**src/rtl/kyber_poly_add_stream.sv**
```systemverilog
// Streaming lane-parallel adder for Kyber encapsulation: u[k] = x[k] + e1[k], then v = y + e2 + m.
// Define KYBER_ADD_REDUCE_EN to reduce every sum into [0, Q-1]; otherwise raw unsigned sums are emitted.
module kyber_poly_add_stream #(
    parameter int K     = 3,
    parameter int N     = 256,
    parameter int LANES = 8,
    parameter int Q     = 3329,
    parameter int CW    = 12,
    parameter int EW    = 3,
`ifdef KYBER_ADD_REDUCE_EN
    localparam int OW   = CW
`else
    localparam int OW   = CW + 2
`endif
) (
    input  logic                  clk,
    input  logic                  rst_n,
    input  logic                  start,
    output logic                  busy,
    output logic                  done,
    input  logic                  in_valid,
    output logic                  in_ready,
    input  logic [LANES*CW-1:0]   a_coeffs,
    input  logic [LANES*EW-1:0]   e_coeffs,
    input  logic [LANES*CW-1:0]   m_coeffs,
    output logic                  out_valid,
    input  logic                  out_ready,
    output logic [LANES*OW-1:0]   out_coeffs,
    output logic [2:0]            out_poly,
    output logic                  out_last,
    output logic                  err
);
    localparam int BEATS = N / LANES;
    localparam int BW    = (BEATS > 1) ? $clog2(BEATS) : 1;
    localparam int SW    = CW + 4;
    localparam logic [BW-1:0]        LAST_BEAT = BW'(BEATS - 1);
    localparam logic signed [SW-1:0] QS        = SW'(Q);

    typedef enum logic [1:0] {IDLE, RUN, FLUSH} state_t;

    state_t          state, state_nxt;
    logic [BW-1:0]   beat_cnt;
    logic [2:0]      poly_cnt;
    logic            in_fire, out_fire, is_v, last_in;
    logic [LANES*OW-1:0] sum_p0;
    logic            bad_p0;

    // Legal small coefficients are -2..+2 once sign-extended.
    function automatic logic e_illegal(input logic [EW-1:0] e);
        logic signed [15:0] ev;
        ev = {{(16-EW){e[EW-1]}}, e};
        return (ev > 16'sd2) || (ev < -16'sd2);
    endfunction

`ifdef KYBER_ADD_REDUCE_EN
    function automatic logic [OW-1:0] lane_sum(input logic [CW-1:0] a, input logic [EW-1:0] e,
                                               input logic [CW-1:0] m);
        logic signed [SW-1:0] ev;
        logic signed [SW-1:0] s;
        ev = e_illegal(e) ? '0 : {{(SW-EW){e[EW-1]}}, e};
        s  = $signed(SW'(a)) + ev + $signed(SW'(m));
        if (s[SW-1]) s = s + QS;
        if (s >= QS) s = s - QS;
        if (s >= QS) s = s - QS;
        return s[OW-1:0];
    endfunction
`else
    // Negative e' is folded into the unsigned path as Q-1 / Q-2.
    function automatic logic [OW-1:0] lane_sum(input logic [CW-1:0] a, input logic [EW-1:0] e,
                                               input logic [CW-1:0] m);
        logic signed [SW-1:0] ev;
        logic [OW-1:0]        eadd;
        ev   = e_illegal(e) ? '0 : {{(SW-EW){e[EW-1]}}, e};
        eadd = OW'(ev[SW-1] ? QS + ev : ev);
        return OW'(a) + eadd + OW'(m);
    endfunction
`endif

    assign is_v     = (poly_cnt == 3'(K));
    assign last_in  = is_v && (beat_cnt == LAST_BEAT);
    assign in_ready = (state == RUN) && (!out_valid || out_ready);
    assign in_fire  = in_valid && in_ready;
    assign out_fire = out_valid && out_ready;
    assign busy     = (state != IDLE);

    // Stage p0: combinational lane sums of the presented beat
    always_comb begin
        sum_p0 = '0;
        bad_p0 = 1'b0;
        for (int i = 0; i < LANES; i++) begin
            sum_p0[i*OW +: OW] = lane_sum(a_coeffs[i*CW +: CW], e_coeffs[i*EW +: EW],
                                          is_v ? m_coeffs[i*CW +: CW] : '0);
            bad_p0 = bad_p0 | e_illegal(e_coeffs[i*EW +: EW]);
        end
    end

    always_ff @(posedge clk) begin
        if (!rst_n) state <= IDLE;
        else        state <= state_nxt;
    end

    always_comb begin
        state_nxt = state;
        case (state)
            IDLE:    if (start) state_nxt = RUN;
            RUN:     if (in_fire && last_in) state_nxt = FLUSH;
            FLUSH:   if (out_fire) state_nxt = IDLE;
            default: state_nxt = IDLE;
        endcase
    end

    // Stage p1: single-entry output register plus job counters
    always_ff @(posedge clk) begin
        if (!rst_n) begin
            beat_cnt   <= '0;
            poly_cnt   <= '0;
            err        <= 1'b0;
            done       <= 1'b0;
            out_valid  <= 1'b0;
            out_coeffs <= '0;
            out_poly   <= '0;
            out_last   <= 1'b0;
        end else begin
            done <= (state == FLUSH) && out_fire;
            if (state == IDLE && start) begin
                beat_cnt <= '0;
                poly_cnt <= '0;
                err      <= 1'b0;
            end else if (in_fire) begin
                if (bad_p0) err <= 1'b1;
                if (beat_cnt == LAST_BEAT) begin
                    beat_cnt <= '0;
                    if (!is_v) poly_cnt <= poly_cnt + 3'd1;
                end else begin
                    beat_cnt <= beat_cnt + BW'(1);
                end
            end
            if (in_fire) begin
                out_valid  <= 1'b1;
                out_coeffs <= sum_p0;
                out_poly   <= poly_cnt;
                out_last   <= last_in;
            end else if (out_fire) begin
                out_valid  <= 1'b0;
            end
        end
    end
endmodule

```
**config.mk**
```make
export PLATFORM = sky130hd
export DESIGN_NAME = kyber_poly_add_stream
export DESIGN_NICKNAME = d
export VERILOG_FILES = /design/src/rtl/kyber_poly_add_stream.sv
export SDC_FILE = /design/constraint.sdc
export NUM_CORES = 1
export LEC_CHECK = 0
export BUFFER_PORTS_ARGS = -buffer_cell sky130_fd_sc_hd__buf_2
export CORE_ASPECT_RATIO = 1.75
export CORE_MARGIN = 3
export CORE_UTILIZATION = 48
export CTS_CLUSTER_SIZE = 10
export DETAILED_ROUTE_END_ITERATION = 7
export GPL_ROUTABILITY_DRIVEN = 1
export PLACE_DENSITY = 0.78
export SYNTH_ARGS = -nofsm -noshare
export SYNTH_HDL_FRONTEND = slang
export SYNTH_SLANG_ARGS = --single-unit
export TNS_END_PERCENT = 50
```
**constraint.sdc**
```tcl
create_clock -name clk -period 4.02 [get_ports clk]
set_clock_uncertainty 0.1 [all_clocks]
set_input_delay 0.804 -clock clk [delete_from_list [all_inputs] [get_ports clk]]
set_output_delay 0.804 -clock clk [all_outputs]
set_load 0.01 [all_outputs]
```
== Yosys cells after proc, flatten, opt, wreduce, memory -nomap -nowiden ==
Index checks and enable logic that the tools add are counted.
Widths: inputs -> output; s select.
Storage, ports and cells
  input port bits: 221
  register bits after elaboration: 129
  output and inout bits: 121
  word-level logic and storage cells: 122
Cells by class
  $add $sub $neg: 26
  reduce and logical (&&, ||, !) cells: 24
  muxes and demuxes: 31
  bitwise gates (word level): 9
  equal/unequal tests: 7
  $lt $le $gt $ge: 16
Operators by type and width (count)
  $mux 16: 8
  $add 12x14->14: 8
  $add 13x14->14 const A: 8
  $add 14x12->14: 8
  $mux 14: 8
  $mux 12: 8
  $gt 3x3->1 const B: 8
  $lt 3x2->1 const B: 8
  $logic_or 1x1->1: 9
  $logic_and 1x1->1: 7
  $or 1x1->1: 7
  $mux 2: 3
  $pmux 2 s3: 1
  $reduce_and 3->1: 2
  $add 5x1->5 const B: 1
  $eq 5x5->1 const B: 1
  $mux 5: 1
  $ne 2x2->1 const B: 2
  $reduce_bool 2->1: 2
  $add 3x1->3 const B: 1
  $eq 3x2->1 const B: 1
  $eq 2x1->1 const B: 1
  $eq 2x2->1 const B: 1
  $logic_not 2->1: 1
  6 further kinds: 8

== Logic depth before layout (Yosys ltp) ==
Gate-level depths: netlist of the first run.
  depth in word-level cells: 10
  gate-level depth with buffers: 16
  gate-level depth less buffers: 15

== Worst setup path after synthesis of the first run ==
Ideal clock, no wire load.
  path type: input port to flip-flop
  start point: in e_coeffs[14]
  end point: reg out_coeffs[69]
  stages: 13
  data required time: 3803 ps
  arrival time: 3663 ps
  slack: 140 ps
  library setup time: 117 ps
  path buffers: 0
  cell sequence: nand2_1 -> inv_1 -> o21a_1 -> ha_1 -> o21a_1 -> fa_1 -> ha_1 -> fa_1 -> a211oi_1 -> o21bai_1 -> o22ai_1 -> o21ai_0 -> a32o_1
On the way
  longest elaborated chain between the ends: 7
  elaborated cells between the ends (all ways): 8
RTL lines
  from (decl): line 24  | input logic [LANES*EW-1:0] e_coeffs,
  $gt 3x3->1 / $lt 3x2->1 (equally long branches): line 52  | return (ev > 16'sd2) || (ev < -16'sd2);
  $logic_or 1x1->1: line 52
  $mux 16 *: line 73  | ev = e_illegal(e) ? '0 : {{(SW-EW){e[EW-1]}}, e};
  $add 13x14->14: line 74  | eadd = OW'(ev[SW-1] ? QS + ev : ev);
  $mux 14 *: line 74
  $add 12x14->14 *: line 75  | return OW'(a) + eadd + OW'(m);
  $add 14x12->14 *: line 75
  to (signal assigned): line 140  | out_coeffs <= sum_p0;
  to (decl): line 28  | output logic [LANES*OW-1:0] out_coeffs,
Every way passes the cells marked *; elsewhere a longest branch is shown, timed or not.
A chain may end at the register's enable or synchronous reset.

== Final worst setup path of the first run ==
  start point: in e_coeffs[11]
  end point: reg out_coeffs[53]
The elaborated chain is that of the path after synthesis.

==> results.sh, run 1 <==
export IMPL_synth_top_area_frac=0.221
export IMPL_drt_iter0_markers=501
export IMPL_drive_gt1_frac=0.263
export IMPL_first_pass_iters=5
export IMPL_ys_types=64
export IMPL_cts_tree="built"
export IMPL_fin_nets=2190
export IMPL_crit_arrival_ns=4.00
export IMPL_io_pins=342
export IMPL_synth_mux_area_frac=0.00889
export IMPL_hold_class="reg -> reg"
export IMPL_ant_nets=0
export IMPL_core_area_um2=23600
export IMPL_dpl_hpwl_um=29700
export IMPL_power_leakage_nw=7.37
export IMPL_synth_simple_area_share=0.210
export IMPL_antenna_found_initial=0
export IMPL_slowest_delay_ns=0.46
export IMPL_synthAdderAreaFrac=0.278
export IMPL_slowest_stage="fa_1"
export IMPL_rows=74
export IMPL_critical_path_startpoint_type="input pin"
export IMPL_die_h_um=212
export IMPL_use_met2=0.508
export IMPL_vias=11800
export IMPL_clk_latency_ns=0.44
export IMPL_fin_crit_ns=3.77
export IMPL_gp_congestion=0.953
export IMPL_syn_inst=1386
export IMPL_crit_fanout=6
export IMPL_setup_viol=0
export IMPL_met1_usage=0.279
export IMPL_hold_violations=0
export IMPL_drc=0
export IMPL_power_density_nw_per_um2=290
export IMPL_die_area_um2=26300
export IMPL_grt_util_met3=0.0519
export IMPL_io_buffers=341
export IMPL_grt_pass1_vias=12100
export IMPL_clock_sinks=129
export IMPL_grt_max_degree=102
export IMPL_irDropWorstVdd_mv=0.283
export IMPL_num_antenna_cells=0
export IMPL_synth_top_family_by_area="adder cells"
export IMPL_place_area_um2=14200
export IMPL_synth_edff_count=0
export IMPL_syn_nets=1809
export IMPL_synth_compound_area_frac=0.214
export IMPL_postCtsHoldBufs=0
export IMPL_synth_area_leaders="dfxtp_1, fa_1, ha_1, a21oi_1, and2_1"
export IMPL_design_area_um2=14800
export IMPL_wl_per_cell_um=17.9
export IMPL_cp_cell_sequence="buf_2 -> nand2_1 -> inv_1 -> o21a_1 -> ha_1 -> inv_1 -> a21boi_0 -> fa_1 -> ha_1 -> fa_1 -> a211oi_1 -> nor2_1 -> o21ai_0 -> buf_4 -> nand3_1 -> o311ai_0"
export IMPL_drv_cap=0
export IMPL_yosysWarnings=0
export IMPL_clk_path_buf_depth=2
export IMPL_cts_htree_levels=4
export IMPL_status="finished, final reports clean"
export IMPL_clk_pin_slew_ns=0.07
export IMPL_slew_violations=0
export IMPL_postSynthAreaPerCell_um2=8.42
export IMPL_synth_xor_area_frac=0.0218
export IMPL_filler_cell_count=2070
export IMPL_syn2layout_area_growth_pct=27.1
export IMPL_clockRootBuffer="clkbuf_16"
export IMPL_rsz0062_at_grt="no"
export IMPL_required_ns=4.25
export IMPL_cts_made_buffers=17
export IMPL_yosysSeqAreaShare=0.221
export IMPL_critPathKind="in -> reg"
export IMPL_finalCritPeriodShare=0.938
export IMPL_grt_ovfl_total=0
export IMPL_cp_end_kind="register"
export IMPL_synthFlopType="dfxtp_1"
export IMPL_wl_um=37400
export IMPL_async_flop_share=0
export IMPL_max_slew_worst_pin_slew_ns=0.899
export IMPL_ff_latch_area_um2=2580
export IMPL_grt_busiest_layer="met2"
export IMPL_yosys_area_top_type="dfxtp_1"
export IMPL_netlist_area_um2=11700
export IMPL_multi_input_area_um2=8590
export IMPL_fin_total_pwr_w=0.00431
export IMPL_die_x_um=124
export IMPL_grt_total_usage=0.282
export IMPL_fmax_mhz=265
export IMPL_vias_per_cell=5.67
export IMPL_synth_seq_cells=129
export IMPL_slew_headroom=0.401
export IMPL_initial_core_util=0.495
export IMPL_grt_pass1_wl_um=57800
registers in the layout (all words and copies together) (netlist names):
name,count
beat_cnt,5
done,1
err,1
out_coeffs,112
out_last,1
out_poly,3
out_valid,1
poly_cnt,3
state,2
Yosys cell counts, drive strengths merged (3+ instances only):
master and n:
a21oi 145, nand2 145, dfxtp 129, ha 106
fa 96, and2 92, nor2 88, inv 84
o21ai 81, a211oi 34, nor3 33, nand3 32
clkbuf 31, and3 29, a21o 21, buf 21
a32o 19, o21a 17, xnor2 16, or3 15
nand4 14, nor2b 13, xor2 13, nand2b 11
o211ai 10, a221oi 9, a31oi 9, or4 9
a211o 8, mux2i 7, o22ai 5, o31a 5
o31ai 5, a21boi 4, a41o 3, mux2 3
nor4 3, o21bai 3
timing repair:
action                                  in CTS  in global routing
buffers inserted                             0                  0
endpoints found under the hold margin        0                  0
resized for setup                            0                  1
endpoints found under the setup margin       0                 12
worst paths after layout:
| check | start | endpoint | slack (ns) | cells past startpoint |
|---|---|---|---|---|
| max | e_coeffs[11] | out_coeffs[53] | 0.25 | 16 |
| max reg2reg | poly_cnt[0] | out_coeffs[97] | 0.28 | 11 |
| min reg2reg | out_coeffs[32] | out_coeffs[32] | 0.35 | 2 |
| min | out_coeffs[32] | out_coeffs[32] | 0.35 | 2 |
worst max-delay path, delay by kind of cell:
family | cells | cell delay [ns]
simple gates | 3 | 0.28
fa+ha+maj | 4 | 1.37
buf+inv | 4 | 0.39
compound gates | 5 | 1.12
area by class of cell:
type | instances | share of cell area
Tap cell | 304 | 0.0256
Multi-Input combinational cell | 1121 | 0.579
Inverter | 84 | 0.0212
Sequential cell | 129 | 0.174
Clock inverter | 15 | 0.0172
Timing Repair Buffer | 414 | 0.154
Clock buffer | 17 | 0.0287
metrics by stage:
stage               utilization  worst slack (ns)  hold WS, ns  setup TNS (ns)  cells
global placement          0.600           -0.0545        0.331          -0.162   2052
finish                    0.629             0.251        0.349               0   2084
detailed placement        0.600            -0.142        0.341          -0.856   2052
CTS                       0.628            0.0978        0.349               0   2084
global route              0.629            0.0862        0.371               0   2084
floorplan                     -             0.140        0.321               0   1386
cells in the final DEF, fill, tap and decap left out, types with 4 or more instances in the layout:
cell,Yosys,final
buf_2,16,341
nand2_1,145,145
a21oi_1,142,142
dfxtp_1,129,129
ha_1,106,105
fa_1,96,96
and2_1,90,90
nor2_1,86,86
inv_1,84,83
o21ai_0,80,80
buf_4,1,70
nor3_1,33,33
a211oi_1,32,32
nand3_1,31,31
and3_1,28,27
a21o_1,21,21
a32o_1,19,19
o21a_1,17,17
clkbuf_16,0,17
xnor2_1,16,16
or3_1,15,15
nand4_1,14,14
nor2b_1,13,13
xor2_1,13,13
nand2b_1,11,11
o211ai_1,10,10
a31oi_1,9,9
or4_1,9,9
mux2i_1,7,7
a221oi_1,7,7
a211o_1,7,7
bufinv_16,0,6
o22ai_1,5,5
o31a_1,5,5
a21boi_0,4,4
o31ai_1,4,4
inv_6,0,4
per-layer routing:
layer | vias up | part of all wire
met4 | 0 | 0.077
met3 | 149 | 0.050
met2 | 423 | 0.52
met5 | - | 0
li1 | 5683 | -
met1 | 5559 | 0.35
cell families after synthesis:
family	after synthesis
buffers and inverters	136
multiplexers	10
adder cells (fa/ha/maj)	202
AND/OR/NAND/NOR	491
AO/OA/AOI/OAI	389
flip-flops	129
XOR/XNOR	29
report_power, final:
| group | leakage [nW] | internal [W] | total (W) | switching [W] |
|---|---|---|---|---|
| registers | 1.05 | 0.00134 | 0.00138 | 0.0000359 |
| clock network | 0.321 | 0.00117 | 0.00183 | 0.000655 |
| logic | 6.00 | 0.000476 | 0.00111 | 0.000631 |
No activity file was read; power rests on OpenSTA's default activity.
==> run 2, diff against run 1 <==
--- a/config.mk
+++ b/config.mk
@@ -12,6 +12,7 @@
 export CTS_CLUSTER_SIZE = 10
 export DETAILED_ROUTE_END_ITERATION = 7
 export GPL_ROUTABILITY_DRIVEN = 1
+export MAX_ROUTING_LAYER = met4
 export PLACE_DENSITY = 0.78
 export SYNTH_ARGS = -nofsm -noshare
 export SYNTH_HDL_FRONTEND = slang
==> run 2 against run 1 <==
  * Clock power shrank 14%
  * Clock-buffer cell count grew 5
  * Power shrank 6.0%
  * Sequential share of layout area grew 0.081 points
  * Setup slack gained 0.013 ns
  * Final area shrank 0.46%
  * Sequential power is essentially flat
  * Register-to-register slack lost 0.02 ns
  * Critical path depth shrank 5
  * Global-route usage grew 0.69 points
  * Die area is the same
  * Largest cell class unchanged
  * Highest routed layer unchanged
==> results.sh, run 2 (same netlist as run 1, synthesis figures left out) <==
export IMPL_post_cts_buffers=0
export IMPL_finalSetupTns_ns=0
export IMPL_grt_max_degree=47
export IMPL_slew_headroom=0.460
export IMPL_multi_input_area_um2=8590
export IMPL_grt_total_usage=0.289
export IMPL_die_h_um=212
export IMPL_first_pass_iters=4
export IMPL_cp_common_cell="fa_1"
export IMPL_slowest_stage="fa_1"
export IMPL_ant_nets=0
export IMPL_die_x_um=124
export IMPL_finish_utilization=0.626
export IMPL_core_area_um2=23600
export IMPL_crit_fanout=17
export IMPL_startpoint="poly_cnt[0]"
export IMPL_cp_end_kind="register"
export IMPL_critPathKind="reg -> reg"
export IMPL_rows=74
export IMPL_wl_met2_um=19900
export IMPL_initial_core_util=0.495
export IMPL_clk_path_buf_depth=2
export IMPL_irDropWorstVdd_mv=0.266
export IMPL_postCtsHoldBufs=0
export IMPL_reg2reg_from="poly_cnt[0]"
export IMPL_fmax_mhz=266
export IMPL_cts_made_buffers=17
export IMPL_hold_class="reg -> reg"
export IMPL_pre_cts_slack_ns=-0.126
export IMPL_final_common_cell="buf_2"
export IMPL_cp_cell_sequence="ha_1 -> ha_4 -> buf_4 -> and2_1 -> fa_1 -> fa_1 -> a211oi_1 -> o21bai_1 -> o22ai_1 -> o21ai_0 -> a32o_1"
export IMPL_required_ns=4.25
export IMPL_wl_per_cell_um=17.8
export IMPL_filler_cell_count=2077
export IMPL_grt_ovfl_total=0
export IMPL_critical_path_startpoint_type="register"
export IMPL_drive_gt1_frac=0.265
export IMPL_rsz0062_at_grt="no"
export IMPL_setup_ws_ns=0.264
export IMPL_wl_um=37200
export IMPL_wl_met1_um=13100
export IMPL_fin_crit_ns=3.76
export IMPL_crit_arrival_ns=3.98
export IMPL_largest_reg_flops=112
export IMPL_highest_layer="met4"
export IMPL_cts_tree="built"
export IMPL_grt_pass1_vias=12200
export IMPL_power_density_nw_per_um2=274
export IMPL_hold_violations=0
export IMPL_reg_top3="out_coeffs x112, beat_cnt x5"
export IMPL_dr_wl_met3_um=1840
export IMPL_dpl_hpwl_um=30200
export IMPL_drt_iter0_markers=488
export IMPL_drv_cap=0
export IMPL_ff_latch_area_um2=2580
export IMPL_io_pins=342
export IMPL_fin_total_pwr_w=0.00405
export IMPL_regMostFlops="out_coeffs"
export IMPL_power_leakage_nw=7.35
export IMPL_vias=11800
export IMPL_status="finished, final reports clean"
export IMPL_finalCritPeriodShare=0.934
export IMPL_cts_htree_levels=4
export IMPL_clk_pin_slew_ns=0.06
export IMPL_io_buffers=341
export IMPL_setup_viol=0
export IMPL_slowest_delay_ns=0.50
export IMPL_syn2layout_area_growth_pct=26.6
export IMPL_hp_start="out_coeffs[88]"
export IMPL_holdWs_ns=0.348
export IMPL_slew_violations=0
export IMPL_antenna_found_initial=0
export IMPL_vias_per_cell=5.66
export IMPL_final_cell_mix="buf_2, nand2_1, a21oi_1"
export IMPL_clock_sinks=129
export IMPL_gp_congestion=0.967
export IMPL_clk_latency_ns=0.43
export IMPL_num_antenna_cells=0
export IMPL_fin_nets=2196
export IMPL_max_slew_worst_pin_slew_ns=0.808
export IMPL_clockRootBuffer="clkbuf_16"
export IMPL_drc=0
export IMPL_die_area_um2=26300
export IMPL_grt_pass1_wl_um=57800
==> run 2: per-layer routing <==
metal | GRT usage | vias up
li1 | - | 5685
met1 | 0.279 | 5604
met2 | 0.520 | 408
met3 | 0.0447 | 136
met4 | 0.193 | 0
met5 | - | -
==> run 2: path summary, 6_finish.rpt <==
path	end	slack (ns)	cells after the start
setup reg to reg	out_coeffs[97]	0.26	11
hold / removal	out_coeffs[88]	0.35	2
hold reg to reg	out_coeffs[88]	0.35	2
setup / recovery	out_coeffs[97]	0.26	11
==> run 2: timing repair <==
action | CTS | global route
gates resized for setup | 0 | 2
hold endpoints to repair | 0 | 0
endpoints found under the setup margin | 0 | 21
==> run 2: layout make-up <==
class / count / area share
Clock buffer: 22 / 0.0328
Clock inverter: 10 / 0.00728
Inverter: 84 / 0.0213
Multi-Input combinational cell: 1121 / 0.582
Sequential cell: 129 / 0.175
Tap cell: 304 / 0.0257
Timing Repair Buffer: 420 / 0.156
==> run 2: report_power, final <==
group | internal [W] | switching [W] | leakage [nW]
registers | 0.00134 | 0.0000366 | 1.05
logic | 0.000476 | 0.000630 | 6.02
clock network | 0.000971 | 0.000596 | 0.288
==> run 2: metrics by stage <==
step                      cell area [um2]  std cells
after floorplan                     11700       1386
after global placement              14200       2058
after detailed placement            14200       2058
after CTS                           14800       2090
after global routing                14800       2090
final                               14800       2090
==> run 2: critical path, delay by kind of cell (launching register included) <==
family | cells | cell delay [ns]
AND/OR/NAND/NOR | 1 | 0.15
buffers and inverters | 1 | 0.22
AO/OA/AOI/OAI | 5 | 1.26
adder cells (fa/ha/maj) | 4 | 1.54
flip-flops | 1 | 0.38
